$ cat src/rtl/scan_chain_ctrl.sv
// Scan-chain load/capture/unload controller with overlapped unload of the previous capture.
// Optional expected-response compare is enabled by defining SCAN_CMP_EN.
module scan_chain_ctrl #(
    parameter int CHAIN_LEN = 16,
    parameter int CNT_W     = 7
) (
    input  logic                 CK,
    input  logic                 RN,
    input  logic                 pat_valid,
    input  logic [CHAIN_LEN-1:0] pat_data,
    output logic                 pat_ready,
    output logic                 SE,
    output logic                 SI,
    input  logic                 SO,
    output logic                 resp_valid,
    output logic [CHAIN_LEN-1:0] resp_data,
    output logic                 busy
`ifdef SCAN_CMP_EN
    ,
    input  logic [CHAIN_LEN-1:0] exp_data,
    input  logic [CHAIN_LEN-1:0] exp_mask,
    output logic                 mismatch
`endif
);

    typedef enum logic [1:0] {IDLE, SHIFT, CAPTURE, FLUSH} state_t;

    localparam logic [CNT_W-1:0] LAST = CNT_W'(CHAIN_LEN - 1);

    state_t                 state_q;
    logic [CNT_W-1:0]       cnt_q;
    logic                   first_q;
    logic [CHAIN_LEN-1:0]   pat_q;
    logic [CHAIN_LEN-2:0]   resp_sr_q;
    logic [CHAIN_LEN-1:0]   resp_data_q;
    logic                   resp_valid_q;
    logic                   se_q;
    logic                   si_q;
    logic                   ready_q;
    logic                   busy_q;

    logic                   accept_d;
    logic                   shift_end_d;
    logic                   flush_end_d;
    logic [CHAIN_LEN-1:0]   resp_next_d;

    assign accept_d    = pat_valid && ready_q;
    assign shift_end_d = (state_q == SHIFT) && (cnt_q == LAST);
    assign flush_end_d = (state_q == FLUSH) && (cnt_q == LAST);
    // Full response including the SO bit sampled on this edge.
    assign resp_next_d = {resp_sr_q, SO};

    always_ff @(posedge CK or negedge RN) begin
        if (!RN) begin
            state_q      <= IDLE;
            cnt_q        <= '0;
            first_q      <= 1'b1;
            pat_q        <= '0;
            resp_sr_q    <= '0;
            resp_data_q  <= '0;
            resp_valid_q <= 1'b0;
            se_q         <= 1'b0;
            si_q         <= 1'b0;
            ready_q      <= 1'b0;
            busy_q       <= 1'b0;
        end else begin
            resp_valid_q <= 1'b0;
            if (se_q) begin
                resp_sr_q <= resp_next_d[CHAIN_LEN-2:0];
            end
            case (state_q)
                IDLE: begin
                    ready_q <= 1'b1;
                    if (accept_d) begin
                        state_q <= SHIFT;
                        cnt_q   <= '0;
                        first_q <= 1'b1;
                        se_q    <= 1'b1;
                        si_q    <= pat_data[CHAIN_LEN-1];
                        pat_q   <= {pat_data[CHAIN_LEN-2:0], 1'b0};
                        ready_q <= 1'b0;
                        busy_q  <= 1'b1;
                    end
                end
                SHIFT: begin
                    if (shift_end_d) begin
                        state_q      <= CAPTURE;
                        cnt_q        <= '0;
                        se_q         <= 1'b0;
                        si_q         <= 1'b0;
                        ready_q      <= 1'b1;
                        first_q      <= 1'b0;
                        // The very first unload after IDLE carries undefined chain contents.
                        resp_valid_q <= !first_q;
                        if (!first_q) begin
                            resp_data_q <= resp_next_d;
                        end
                    end else begin
                        cnt_q <= cnt_q + CNT_W'(1);
                        si_q  <= pat_q[CHAIN_LEN-1];
                        pat_q <= {pat_q[CHAIN_LEN-2:0], 1'b0};
                    end
                end
                CAPTURE: begin
                    cnt_q   <= '0;
                    se_q    <= 1'b1;
                    ready_q <= 1'b0;
                    if (accept_d) begin
                        state_q <= SHIFT;
                        si_q    <= pat_data[CHAIN_LEN-1];
                        pat_q   <= {pat_data[CHAIN_LEN-2:0], 1'b0};
                    end else begin
                        state_q <= FLUSH;
                        si_q    <= 1'b0;
                    end
                end
                FLUSH: begin
                    si_q <= 1'b0;
                    if (flush_end_d) begin
                        state_q      <= IDLE;
                        cnt_q        <= '0;
                        se_q         <= 1'b0;
                        ready_q      <= 1'b1;
                        busy_q       <= 1'b0;
                        resp_valid_q <= 1'b1;
                        resp_data_q  <= resp_next_d;
                    end else begin
                        cnt_q <= cnt_q + CNT_W'(1);
                    end
                end
                default: begin
                    state_q <= IDLE;
                    se_q    <= 1'b0;
                    si_q    <= 1'b0;
                    busy_q  <= 1'b0;
                end
            endcase
        end
    end

    assign pat_ready  = ready_q;
    assign SE         = se_q;
    assign SI         = si_q;
    assign resp_valid = resp_valid_q;
    assign resp_data  = resp_data_q;
    assign busy       = busy_q;

`ifdef SCAN_CMP_EN
    logic [CHAIN_LEN-1:0] exp_cur_q;
    logic [CHAIN_LEN-1:0] mask_cur_q;
    logic [CHAIN_LEN-1:0] exp_prev_q;
    logic [CHAIN_LEN-1:0] mask_prev_q;
    logic                 mismatch_q;

    // A SHIFT unload belongs to the previous pattern, a FLUSH unload to the latest one.
    always_ff @(posedge CK or negedge RN) begin
        if (!RN) begin
            exp_cur_q   <= '0;
            mask_cur_q  <= '0;
            exp_prev_q  <= '0;
            mask_prev_q <= '0;
            mismatch_q  <= 1'b0;
        end else begin
            mismatch_q <= 1'b0;
            if (accept_d && (state_q == IDLE || state_q == CAPTURE)) begin
                exp_prev_q  <= exp_cur_q;
                mask_prev_q <= mask_cur_q;
                exp_cur_q   <= exp_data;
                mask_cur_q  <= exp_mask;
            end
            if (shift_end_d && !first_q) begin
                mismatch_q <= |((resp_next_d ^ exp_prev_q) & mask_prev_q);
            end else if (flush_end_d) begin
                mismatch_q <= |((resp_next_d ^ exp_cur_q) & mask_cur_q);
            end
        end
    end

    assign mismatch = mismatch_q;
`endif

endmodule

$ cat config.mk
export PLATFORM = sky130hd
export DESIGN_NAME = scan_chain_ctrl
export DESIGN_NICKNAME = d
export VERILOG_FILES = /design/src/rtl/scan_chain_ctrl.sv
export SDC_FILE = /design/constraint.sdc
export NUM_CORES = 1
export LEC_CHECK = 0
export CORE_MARGIN = 2
export CORE_UTILIZATION = 57
export CTS_CLUSTER_SIZE = 16
export DETAILED_ROUTE_END_ITERATION = 7
export PLACE_DENSITY = 0.92
export RECOVER_POWER = 25
export SLEW_MARGIN = 25
export SYNTH_ARGS = -nofsm -noshare
export SYNTH_HDL_FRONTEND = slang
export SYNTH_SLANG_ARGS = --single-unit
$ cat constraint.sdc
create_clock -name CK -period 5.6 [get_ports CK]
set_input_delay 1.12 -clock CK [delete_from_list [all_inputs] [get_ports CK]]
set_output_delay 1.12 -clock CK [all_outputs]
set_load 0.01 [all_outputs]
==> summary.md <==
| Metric | Value |
|---|---|
| Status | complete, no violations |
| Worst Tran Pin Value | 0.910 ns |
| Final max-slew violation count | 0 |
| DRT iter0 DRCs | 102 |
| Post-Layout Cell Count | 307 |
| Final min period | 2.89 ns |
| Pre-antenna DRT Iters | 4 |
| Worst hold path type | reg2reg |
| Post-Syn Area | 2620 um^2 |
| WS Path Type | reg2out |
| Post-synthesis xor/xnor area fraction | 0.669% |
| Crit path depth | 1 |
| Most frequent cells in the layout | dfrtp_1, clkdlybuf4s50_1, o21ai_0, mux2_2, inv_1 |
| Core footprint | 4380 um^2 |
| Placed Area | 3020 um^2 |
| CP Cell Sequence | clkdlybuf4s50_1 |
| Post-route design area | 3200 um^2 |
| CTS Buf Count | 9 |
| Post-CTS Setup Repair Bufs | 0 |
| Slowest-stage cell, CP | dfrtp_1 |
| Gpl congestion | 0.813 |
| Setup-failing EPs final | 0 |
| Area grow syn2layout | 22.1% |
| Max_cap viols | 0 |
| Post-synthesis instance total | 208 |
| WP data required | 4.48 ns |
| Chip Height | 71.8 um |
| ANT cells | 0 |
| FP Rows | 24 |
| Overall power | 827 uW |
| Routed WL | 4650 um |
| Largest stage delay on the critical path | 0.76 ns |
| Reg2Reg Capture Point | resp_data[3]$_DFFE_PN0P_ |
| Final ANT Viol Nets | 0 |
| I/O pins | 41 |
| Clock tree sinks | 61 |
| Synth Area in Compound Gates | 13.8% |
| Static leakage | 0.00148 uW |
| Unrepaired setup endpoints after global routing | false |
| Layout Skew | 0.00653 ns |
| Layout cells sized above 1 | 20.8% |
| Cts hold-fix bufs | 0 |
| Final period utilization | 51.5% |
| Register bit total from synthesis | 61 |
| Initial Util | 59.7% |
| Syn. warnings | 0 |
| CP Data Arrival Time | 1.77 ns |
| Multi-input gate area | 951 um^2 |
| Setup TNS | 0 ns |
| FF+latch area | 1530 um^2 |
| Clk buf depth | 2 |
| Simple-Gate Fraction of Synth Area | 5.59% |
| CTS tree | built |
| Via Count | 1737 |
| Most common cell after layout, fill and taps aside | dfrtp_1 |
| Port Buf Inserts | 40 |
| WP buf/inv | 1 |
| Critical Path Start | SE$_DFFE_PN0P_ |
| Crit path launch type | register |
| Sequential-to-total area share from yosys stat | 58.4% |
| Slew margin rel. | 39.1% |
| Fmax | 346 MHz |
| Drt via density | 5.66 |
| Critical path capture point type | output pin |
| Crit path max-delay family | flip-flops |
| Worst Setup EP | SE |
| First-pass GRT wire length | 7770 um |
| Syn_area_per_cell | 12.6 um^2 |
| Post-layout nets | 271 |
| Worst-Skew Late Latency | 0.34 ns |
| Hold Vio Cnt, Final | 0 |
| Final Hold Slack | 0.505 ns |
| Antenna violations before repair | 0 |
| Synth unique cells | 35 |
| FF-to-FF setup slack | 3.32 ns |
| Adder-Cell Fraction of Synth Area | 0.478% |
| CTS clock-pin slew for the worst setup and hold paths | 0.07 ns |
| Crit Path Max Fanout | 17 |
| Grt ovf | 0 |
| Largest family of logic cells by synthesized area | multiplexers |
| Multiplexer area fraction after synthesis | 15.8% |
| Die Wd | 71.8 um |
| Fillers | 301 |
| Largest net degree at the start of global routing | 62 |
| CTS Root Cell | clkbuf_8 |
| Mapped Nets | 229 |
| Reg2reg start | cnt_q[0]$_DFFE_PN0P_ |
| Die area | 5150 um^2 |
| Post-CTS resize count | 0 |
| Dpl cells | 291 |
| Avg WL per Cell | 15.1 um |
| Max IR drop VDD | 0.177 mV |
| Total track usage | 20.0% |
| HPWL after DPL | 3060 um |
| Worst Reg-to-Reg Cells | 5 |
| Htree depth | 3 |
| Pwr dens | 259 nW/um^2 |
| Number of global-route vias before repair | 1636 |
| Drt drc | 0 |
final cells by class:
type | count | area share [%]
Multi-Input combinational cell | 119 | 29.8
Clock buffer | 12 | 4.86
Tap cell | 52 | 2.04
Sequential cell | 61 | 47.8
Inverter | 17 | 2.00
Timing Repair Buffer | 42 | 12.8
Clock inverter | 4 | 0.705
where the power goes:
part | leakage, uW | switching [uW] | internal (uW) | total (uW)
logic | 0.000672 | 12.0 | 16.6 | 28.6
registers | 0.000713 | 4.18 | 447 | 451
clock network | 0.0000921 | 165 | 182 | 348
cell families (layout without fill, tap and decap cells):
kind of cell | after synthesis | count (layout)
fa+ha+maj | 1 | 1
flops | 61 | 61
simple gates | 24 | 24
buf+inv | 28 | 75
xor+xnor | 2 | 2
mux | 34 | 34
compound gates | 58 | 58
worst min-delay path by stage:
| stage | end | startpoint | depth (start not counted) | slack [ns] |
|---|---|---|---|---|
| 2_1_floorplan | pat_q[10]$_DFFE_PN0P_ | pat_q[9]$_DFFE_PN0P_ | 2 | 0.47 |
| 3_3_place_gp | pat_q[4]$_DFFE_PN0P_ | pat_q[3]$_DFFE_PN0P_ | 2 | 0.49 |
| 3_5_place_dp | pat_q[3]$_DFFE_PN0P_ | pat_q[2]$_DFFE_PN0P_ | 2 | 0.49 |
| 4_1_cts | pat_q[3]$_DFFE_PN0P_ | pat_q[2]$_DFFE_PN0P_ | 2 | 0.51 |
| 5_1_grt | resp_data[9]$_DFFE_PN0P_ | resp_data[9]$_DFFE_PN0P_ | 1 | 0.53 |
| 6_report | pat_q[3]$_DFFE_PN0P_ | pat_q[2]$_DFFE_PN0P_ | 2 | 0.51 |
per-stage QoR:
stage | setup WS (ns) | util (%)
floorplan | 3.56 | -
global placement | 2.53 | 68.8
detailed placement | 2.39 | 68.8
CTS | 2.69 | 72.9
global route | 2.61 | 72.9
finish | 2.71 | 72.9
Yosys cell counts, drive strengths merged:
library cell,instances,area (um^2)
inv,17,63.8
buf,5,52.6
or3,2,12.5
o22a,1,8.76
and3,5,32.5
a22oi,11,82.6
a22o,4,35.0
xnor2,1,8.76
a21boi,2,15.0
a221oi,1,8.76
nor2,2,7.51
a21oi,9,45.0
xor2,1,8.76
mux2,31,383
mux2i,3,30.0
nor3,1,16.3
a211oi,3,22.5
clkbuf,6,22.5
dfrtp,60,1500
a21o,1,7.51
nand2b,1,6.26
dfstp,1,26.3
nand2,7,26.3
o21a,1,7.51
ha,1,12.5
and2,1,6.26
a31oi,3,18.8
nor2b,1,6.26
o21ai,22,110
nand3,4,32.5
flip-flops by register name, indices dropped and copies added (netlist names):
name,count
SE,1
SI,1
busy,1
cnt_q,7
first_q,1
pat_q,15
pat_ready,1
resp_data,16
resp_sr_q,15
resp_valid,1
state_q,2
metal layers:
layer  GRT usage [%]  up-vias  part of all wire [%]
li1                -      821                     -
met1            28.9      850                    47
met2            28.1       55                    46
met3            6.05       11                   4.7
met4            9.22        0                   2.3
met5               0        -                     0
Power figures use the tool's default switching activity.
